[src/rtl/lane_serializer.sv]
`default_nettype none
// ============================================================================
// Module   : lane_serializer
// Brief    : Splits a DATA_W-bit word into LANE_W-bit lanes emitted one per
//            cycle, LSB- or MSB-first, over valid/ready handshakes.
//            Optional macro LANE_SER_PIPE_EN: accept the next word on the
//            last beat for bubble-free back-to-back words.
// Revision : 1.0 - initial release
// ============================================================================
module lane_serializer #(
    parameter int DATA_W = 32,
    parameter int LANE_W = 8,
    localparam int N_LANES = DATA_W / LANE_W,
    localparam int IDX_W   = $clog2(N_LANES)
) (
    input  logic              clk,
    input  logic              rst,
    input  logic [DATA_W-1:0] in_data,
    input  logic [IDX_W-1:0]  in_count,
    input  logic              in_msb_first,
    input  logic              in_valid,
    output logic              in_ready,
    output logic [LANE_W-1:0] out_data,
    output logic [IDX_W-1:0]  out_idx,
    output logic              out_last,
    output logic              out_valid,
    input  logic              out_ready,
    output logic              busy
);

    localparam logic [0:0]       c_idle    = 1'b0;
    localparam logic [0:0]       c_send    = 1'b1;
    localparam logic [IDX_W-1:0] c_max_idx = IDX_W'(N_LANES - 1);

    logic [0:0]        r_state;
    logic [DATA_W-1:0] r_word;
    logic [IDX_W-1:0]  r_count;
    logic              r_msb;

    logic                           w_out_fire;
    logic                           w_in_fire;
    logic [IDX_W-1:0]               w_count_in;
    logic [IDX_W-1:0]               w_first_idx;
    logic [IDX_W-1:0]               w_next_idx;
    logic                           w_next_last;
    logic [N_LANES-1:0][LANE_W-1:0] w_in_lanes;
    logic [N_LANES-1:0][LANE_W-1:0] w_word_lanes;

    assign w_in_lanes   = in_data;
    assign w_word_lanes = r_word;

    assign out_valid  = (r_state == c_send);
    assign busy       = (r_state == c_send);
    assign w_out_fire = out_valid && out_ready;

`ifdef LANE_SER_PIPE_EN
    // The last beat frees the holding register on the same edge it leaves.
    assign in_ready = (r_state == c_idle) || (w_out_fire && out_last);
`else
    assign in_ready = (r_state == c_idle);
`endif

    assign w_in_fire = in_valid && in_ready;

    // Clamp keeps the lane index in range when N_LANES is not a power of two.
    assign w_count_in  = (in_count > c_max_idx) ? c_max_idx : in_count;
    assign w_first_idx = in_msb_first ? w_count_in : '0;

    assign w_next_idx  = r_msb ? (out_idx - 1'b1) : (out_idx + 1'b1);
    assign w_next_last = r_msb ? (w_next_idx == '0) : (w_next_idx == r_count);

    always_ff @(posedge clk or posedge rst) begin
        if (rst) begin
            r_state  <= c_idle;
            r_word   <= '0;
            r_count  <= '0;
            r_msb    <= 1'b0;
            out_data <= '0;
            out_idx  <= '0;
            out_last <= 1'b0;
        end else if (w_in_fire) begin
            r_state  <= c_send;
            r_word   <= in_data;
            r_count  <= w_count_in;
            r_msb    <= in_msb_first;
            out_data <= w_in_lanes[w_first_idx];
            out_idx  <= w_first_idx;
            out_last <= (w_count_in == '0);
        end else if (w_out_fire) begin
            if (out_last) begin
                r_state  <= c_idle;
                out_last <= 1'b0;
            end else begin
                out_data <= w_word_lanes[w_next_idx];
                out_idx  <= w_next_idx;
                out_last <= w_next_last;
            end
        end
    end

endmodule
`default_nettype wire

[config.mk]
export PLATFORM = sky130hd
export DESIGN_NAME = lane_serializer
export DESIGN_NICKNAME = d
export VERILOG_FILES = /design/src/rtl/lane_serializer.sv
export SDC_FILE = /design/constraint.sdc
export NUM_CORES = 1
export LEC_CHECK = 0
export BUFFER_PORTS_ARGS = -buffer_cell sky130_fd_sc_hd__buf_4
export CORE_MARGIN = 10
export CORE_UTILIZATION = 35
export CTS_CLUSTER_SIZE = 40
export DETAILED_ROUTE_END_ITERATION = 7
export GPL_TIMING_DRIVEN = 0
export RECOVER_POWER = 50
export SLEW_MARGIN = 20
export SYNTH_ARGS = -nofsm -noshare
export SYNTH_HDL_FRONTEND = slang
export SYNTH_SLANG_ARGS = --single-unit
[constraint.sdc]
create_clock -name clk -period 2.3 [get_ports clk]
set_input_delay 0.115 -clock clk [delete_from_list [all_inputs] [get_ports clk]]
set_output_delay 0.115 -clock clk [all_outputs]
set_load 0.1 [all_outputs]
==> flow_metrics.env, run 1 <==
export IMPL_slew_headroom=0.2099
export IMPL_wire_per_inst_um=18.09
export IMPL_worstSetupPathType="reg2reg"
export IMPL_fill_cells=712
export IMPL_worstPathArrival_ps=2070
export IMPL_coreArea_um2=6832
export IMPL_die_x_um=104.0
export IMPL_placed_area_um2=3002
export IMPL_path_clk_slew_ps=90
export IMPL_cp_slowest_cell="dfrtp_1"
export IMPL_final_layout_size_suffix_gt1_frac=0.2919
export IMPL_max_stage_delay_ps=430
export IMPL_root_buffer="clkbuf_8"
export IMPL_path_delay_family="flip-flops"
export IMPL_boundaryPins=53
export IMPL_r2r_end="out_data[5]$_DFFE_PP0P_"
export IMPL_via_per_inst=4.978
export IMPL_finalMaxSlewViolations=0
export IMPL_postCtsSetupRepairBufs=0
export IMPL_worstHoldStart="in_data[20]"
export IMPL_ys_types=37
export IMPL_tightest_slew_ps=1190
export IMPL_required_ps=2500
export IMPL_cts_buffers_inserted=5
export IMPL_power_switching_mw=2.321
export IMPL_rr_startpoint="r_msb$_DFFE_PP0P_"
export IMPL_grt_pass1_vias=2214
export IMPL_ys_seq_area_frac=0.4759
export IMPL_yosysWarnings=0
export IMPL_dieArea_um2=10820
export IMPL_postLayoutCellArea_um2=3055
export IMPL_global_route_usage_met3=0.03841
export IMPL_dp_hpwl_um=5454
export IMPL_wl_um=7561
export IMPL_clkLatencyLatePin_ps=310
export IMPL_cts_tree="yes"
export IMPL_path_cells="xor2_1 -> ha_1 -> buf_2 -> mux4_1 -> o221a_1"
export IMPL_end_kind="flip-flop"
export IMPL_setup_violations=0
export IMPL_fp_row_count=30
export IMPL_cp_buffers_inverters=1
export IMPL_grt_overflow_total=0
export IMPL_max_cap_violations=0
export IMPL_hold_class="in2reg"
export IMPL_htreeDepth=2
export IMPL_intPower_mw=2.322
export IMPL_worstRegToRegCells=5
export IMPL_postRouteAntennaNets=0
export IMPL_die_h_um=104.0
export IMPL_clock_path_buffers=2
export IMPL_fin_ws_ps=424.0
export IMPL_pre_cts_slack_ps=424.9
export IMPL_rsz0062_at_grt="no"
export IMPL_fin_skew_ps=7.011
export IMPL_grt_usage=0.1400
export IMPL_worstPathMaxFanout=10
export IMPL_ys_seq_elements=47
export IMPL_grt_max_degree=26
export IMPL_drt_iter0_drc=89
export IMPL_met2_usage=0.2257
export IMPL_p_clk_frac=0.107
export IMPL_ir_worst_vdd_uv=381.5
export IMPL_cp_depth=5
export IMPL_postSynthAreaPerCell_um2=9.504
export IMPL_area_growth_pct=23.65
export IMPL_final_common_cell="nand2_1"
export IMPL_hold_path_endpoint="r_word[20]$_DFFE_PP0P_"
export IMPL_diodes=0
export IMPL_power_density_nw_per_um2=1519
export IMPL_final_cell_mix="nand2_1, buf_4, dfrtp_1"
export IMPL_leakagePower_nw=1.481
export IMPL_num_vias=2081
export IMPL_seqPwrFrac=0.319
export IMPL_max_freq_mhz=533.0
export IMPL_antenna_found_initial=0
export IMPL_tns_ps=0
export IMPL_busiest_layer="met2"
export IMPL_fin_nets=361
export IMPL_finalCriticalPeriod_ps=1876
export IMPL_cts_sinks=47
export IMPL_power_frac_comb=0.574
export IMPL_grt_met1_usage=0.1757
export IMPL_rrSetupSlack_ps=420
export IMPL_synth_nets=300
export IMPL_synth_area_um2=2471
export IMPL_portBuffers=52
export IMPL_grt_pass1_wl_um=12160
export IMPL_drtPass1Iterations=4
export IMPL_place_congestion=0.8214
export IMPL_p_sw_frac=0.4999
export IMPL_post_route_period_util=0.8157
export IMPL_syn_inst=260
export IMPL_remaining_drc_errors=0
export IMPL_hold_viol_final=0
export IMPL_status="finished, final reports clean"
export IMPL_initial_core_util=0.3617
export IMPL_start_kind="flip-flop"
export IMPL_min_path_cells=3
[state kept, by name (all words and copies together) (netlist names)]
name / flops
r_count: 2
r_msb: 1
out_last: 1
out_idx: 2
r_word: 32
out_data: 8
busy: 1
[kinds of logic after synthesis]
group / after synthesis / synth area share
AOI/OAI and AO/OA: 39 / 0.1210
xor gates and xnor gates: 3 / 0.01063
adders and majority gates: 1 / 0.005062
buffers and inverters: 22 / 0.05569
DFF: 47 / 0.4760
muxes: 14 / 0.1008
and+or+nand+nor: 134 / 0.2309
[cell usage after synthesis]
cell type	n	area, µm²
buf_4	6	45.04
and2_1	1	6.260
nand2_1	109	409.1
buf_2	8	40.04
nor2b_1	5	31.28
nand3b_1	1	7.510
inv_2	1	3.750
inv_1	4	15.01
a211oi_2	5	62.56
ha_1	1	12.51
mux4_2	7	157.7
xor2_1	1	8.760
nand2b_4	1	13.76
o221a_1	1	11.26
a22oi_1	1	7.510
nor2_2	2	12.51
xnor2_1	2	17.52
nor3_2	3	30.03
mux2i_1	2	20.02
nor2_1	7	26.28
and2b_1	1	7.510
buf_6	3	33.78
a31oi_1	5	31.28
o21ai_0	4	20.02
mux2_2	4	45.04
dfrtp_1	47	1176
o211ai_1	1	7.510
nand3_1	2	10.01
a21oi_1	6	30.03
nand3_2	1	10.01
a211oi_1	1	7.510
or3_1	1	6.260
o22ai_1	4	25.02
o221ai_1	2	17.52
mux4_1	1	26.28
o32ai_1	6	52.55
o22a_1	3	26.28
[through the flow]
stage | std cells | util | hold WS [ps] | total power [mW]
after global routing | 418 | 0.4473 | 2.320 | 4.923
final | 418 | 0.4473 | 1.200 | 4.642
after global placement | 408 | 0.4364 | 315.5 | 4.168
after CTS | 418 | 0.4527 | 1.340 | 4.734
after floorplan | 260 | - | 218.1 | 3.552
after detailed placement | 409 | 0.4394 | 191.9 | 4.241
[power by group through the flow]
| stage | clock network (mW) | registers [mW] | logic (mW) |
|---|---|---|---|
| after floorplan | 0 | 2.19 | 1.37 |
| after global placement | 0 | 1.48 | 2.69 |
| after detailed placement | 0 | 1.50 | 2.74 |
| after CTS | 0.505 | 1.48 | 2.75 |
| after global routing | 0.535 | 1.53 | 2.86 |
| final | 0.498 | 1.48 | 2.66 |
[worst register-to-register path, cell delays in order (launching register included)]
cell,delay [ps]
dfrtp_1,430
xor2_1,180
ha_1,270
buf_2,290
mux4_1,360
o221a_1,250
[worst max path at each step]
| stage | from | end | slack, ps |
|---|---|---|---|
| final | r_msb$_DFFE_PP0P_ | out_data[5]$_DFFE_PP0P_ | 420 |
| after global routing | rst | r_word[10]$_DFFE_PP0P_ | 320 |
| after CTS | r_msb$_DFFE_PP0P_ | out_data[5]$_DFFE_PP0P_ | 410 |
| after detailed placement | r_msb$_DFFE_PP0P_ | out_data[5]$_DFFE_PP0P_ | 420 |
| after global placement | rst | r_word[25]$_DFFE_PP0P_ | 310 |
| after floorplan | out_idx[1]$_DFFE_PP0P_ | out_data[5]$_DFFE_PP0P_ | 80 |
[layout make-up]
| class | instances | area [µm²] | area share |
|---|---|---|---|
| Buffer | 17 | 118.9 | 0.03890 |
| Inverter | 5 | 18.77 | 0.006143 |
| Clock buffer | 7 | 76.32 | 0.02498 |
| Sequential cell | 47 | 1176 | 0.3849 |
| Clock inverter | 1 | 5.005 | 0.001638 |
| Multi-Input combinational cell | 191 | 1157 | 0.3788 |
| Timing Repair Buffer | 54 | 382.9 | 0.1253 |
| Tap cell | 96 | 120.1 | 0.03931 |
[per-layer routing]
metal	up-vias	routed length, µm
li1	1010	-
met1	1005	3291
met2	57	3728
met3	9	428
met4	0	113
met5	-	0
[what timing repair did]
action,in CTS,in global routing
resized for setup,0,0
hold buffers,1,0
endpoints found under the hold margin,22,0
Note: power is estimated with default switching activity, not from simulation.
==> inputs of run 2 (changes only) <==
==> constraint.sdc (replaced) <==
create_clock -name clk -period 1.8 [get_ports clk]
set_input_delay 0.09 -clock clk [delete_from_list [all_inputs] [get_ports clk]]
set_output_delay 0.09 -clock clk [all_outputs]
set_load 0.1 [all_outputs]
==> run 2 against run 1 <==
Net effect:
- the flow now finishes with violations (hold timing)
- flip-flop and latch count unchanged
- largest power group unchanged
- register-to-register slack lost 390 ps
- clock power rose by 43%
- non-clock buffer count grew 25
- via count is 6.9% higher
- routed wire length up 2.1%
- sequential share of layout area decreased by 3.3 points
- global-route usage grew 0.36 points
- fmax grew 6.1%
- largest cell class unchanged
- first-iteration DRC count increased by 45%
- critical path depth did not move
==> flow_metrics.env, run 2 (synthesized netlist as in run 1, its figures left out) <==
export IMPL_finalMaxSlewViolations=0
export IMPL_status="finished, violations left"
export IMPL_required_ps=2000
export IMPL_start_kind="flip-flop"
export IMPL_grt_usage=0.1436
export IMPL_grt_overflow_total=0
export IMPL_clkLatencyLatePin_ps=310
export IMPL_finalCriticalPeriod_ps=1768
export IMPL_placed_area_um2=3015
export IMPL_hold_viol_final=1
export IMPL_rsz0062_at_grt="yes"
export IMPL_final_cells=443
export IMPL_portBuffers=52
export IMPL_fin_nets=386
export IMPL_worstPathArrival_ps=1970
export IMPL_cts_sinks=47
export IMPL_power_density_nw_per_um2=1859
export IMPL_num_vias=2224
export IMPL_reg_top3="r_word: 32 flops, out_data: 8 flops"
export IMPL_die_x_um=104.0
export IMPL_dp_hpwl_um=5371
export IMPL_drt_iter0_drc=129
export IMPL_postRouteAntennaNets=0
export IMPL_area_growth_pct=35.85
export IMPL_diodes=0
export IMPL_fill_cells=673
export IMPL_initial_core_util=0.3617
export IMPL_place_inst=409
export IMPL_cp_slowest_cell="dfrtp_4"
export IMPL_post_route_period_util=0.9821
export IMPL_path_clk_slew_ps=90
export IMPL_violations="hold timing"
export IMPL_boundaryPins=53
export IMPL_root_buffer="clkbuf_8"
export IMPL_dieArea_um2=10820
export IMPL_final_layout_size_suffix_gt1_frac=0.3084
export IMPL_worstPathMaxFanout=5
export IMPL_final_cell_mix="nand2_1, buf_4, dfrtp_1"
export IMPL_seqCellArea_um2=1182
export IMPL_worstSetupPathType="reg2reg"
export IMPL_holdWs_ps=-1.354
export IMPL_cts_tree="yes"
export IMPL_min_path_cells=3
export IMPL_postCtsSetupRepairBufs=0
export IMPL_fin_skew_ps=10.37
export IMPL_grt_pass1_wl_um=12430
export IMPL_coreArea_um2=6832
export IMPL_drtPass1Iterations=4
export IMPL_hold_class="in2reg"
export IMPL_hold_path_endpoint="r_word[28]$_DFFE_PP0P_"
export IMPL_postLayoutCellArea_um2=3357
export IMPL_setup_violations=0
export IMPL_multi_input_area_um2=1162
export IMPL_largest_reg_flops=32
export IMPL_remaining_drc_errors=0
export IMPL_antenna_found_initial=0
export IMPL_fp_row_count=30
export IMPL_place_congestion=0.8536
export IMPL_rrSetupSlack_ps=30
export IMPL_r2r_end="out_data[5]$_DFFE_PP0P_"
export IMPL_rr_startpoint="out_idx[1]$_DFFE_PP0P_"
export IMPL_top_register="r_word"
export IMPL_cts_buffers_inserted=5
export IMPL_leakagePower_nw=1.614
export IMPL_pre_cts_slack_ps=45.48
export IMPL_max_stage_delay_ps=500
export IMPL_clock_path_buffers=2
export IMPL_worstRegToRegCells=5
export IMPL_worstHoldStart="in_data[28]"
export IMPL_tightest_slew_ps=773.7
export IMPL_htreeDepth=2
export IMPL_total_power_mw=6.240
export IMPL_slew_headroom=0.4842
export IMPL_max_freq_mhz=565.7
export IMPL_max_cap_violations=0
export IMPL_fin_ws_ps=32.16
export IMPL_final_common_cell="nand2_1"
export IMPL_wire_per_inst_um=17.42
export IMPL_via_per_inst=5.020
export IMPL_path_cells="xor2_1 -> ha_1 -> buf_6 -> mux4_1 -> o221a_1"
export IMPL_end_kind="flip-flop"
export IMPL_die_h_um=104.0
export IMPL_grt_max_degree=34
export IMPL_wl_um=7719
export IMPL_ir_worst_vdd_uv=518.5
export IMPL_grt_pass1_vias=2337
[run 2: changes by cell type in the layout (fill, tap and decap cells not counted)]
| cell | delta |
|---|---|
| clkbuf_8 | +2 |
| clkbuf_2 | +1 |
| clkinv_2 | -1 |
| dfrtp_2 | +2 |
| buf_6 | +1 |
| clkbuf_4 | +1 |
| clkbuf_1 | -7 |
| dlygate4sd3_1 | +24 |
| nor2_2 | +2 |
| buf_4 | +4 |
| dfrtp_4 | +1 |
| dfrtp_1 | -3 |
| nor2_1 | -2 |
[run 2: metal layers]
metal	GRT usage	vias up	part of all wire
met4	0.04175	0	0.0093
met5	0	-	0
met2	0.2374	58	0.48
met3	0.03470	6	0.048
li1	-	1058	-
met1	0.1808	1102	0.46
[run 2: worst max-delay path by stage]
stage                           start                      end  depth (start not counted)
3_5_place_dp   out_idx[1]$_DFFE_PP0P_  out_data[5]$_DFFE_PP0P_                          5
3_3_place_gp                      rst   out_idx[1]$_DFFE_PP0P_                          2
2_1_floorplan  out_idx[1]$_DFFE_PP0P_  out_data[5]$_DFFE_PP0P_                          5
4_1_cts        out_idx[1]$_DFFE_PP0P_  out_data[5]$_DFFE_PP0P_                          5
6_report       out_idx[1]$_DFFE_PP0P_  out_data[5]$_DFFE_PP0P_                          5
5_1_grt        out_idx[1]$_DFFE_PP0P_  out_data[5]$_DFFE_PP0P_                          5
[run 2: per-stage QoR]
stage            util  setup TNS, ps
5_1_grt        0.4914         -231.8
6_report       0.4914              0
3_3_place_gp   0.4385          -7581
4_1_cts        0.4927              0
2_1_floorplan       -         -46.32
3_5_place_dp   0.4414              0
[run 2: cell type report]
type,instances,share of cell area
plain buffers,17,0.03727
clock buffers,8,0.02982
inverters,5,0.005591
multi-input cells,191,0.3463
flip-flops and latches,47,0.3522
well taps,96,0.03578
repair buffers,79,0.1931
[run 2: worst max-delay path: cells and delay by family, from the launching register on]
family / cells / cell delay, ps
muxes: 1 / 270
DFF: 1 / 500
AOI/OAI and AO/OA: 1 / 250
buffers and inverters: 1 / 150
xor gates and xnor gates: 1 / 150
adders and majority gates: 1 / 340
[run 2: repair_timing]
action	CTS	global route
endpoints found under the hold margin	38	0
hold buffers	25	0
resized for setup	0	3
setup endpoints to repair	0	3
[run 2: report_power, final]
| group | total [mW] | switching, mW | internal [mW] | leakage [nW] |
|---|---|---|---|---|
| Clock | 0.713 | 0.361 | 0.351 | 0.0515 |
| Combinational | 3.62 | 2.33 | 1.30 | 0.990 |
| Sequential | 1.90 | 0.326 | 1.58 | 0.572 |
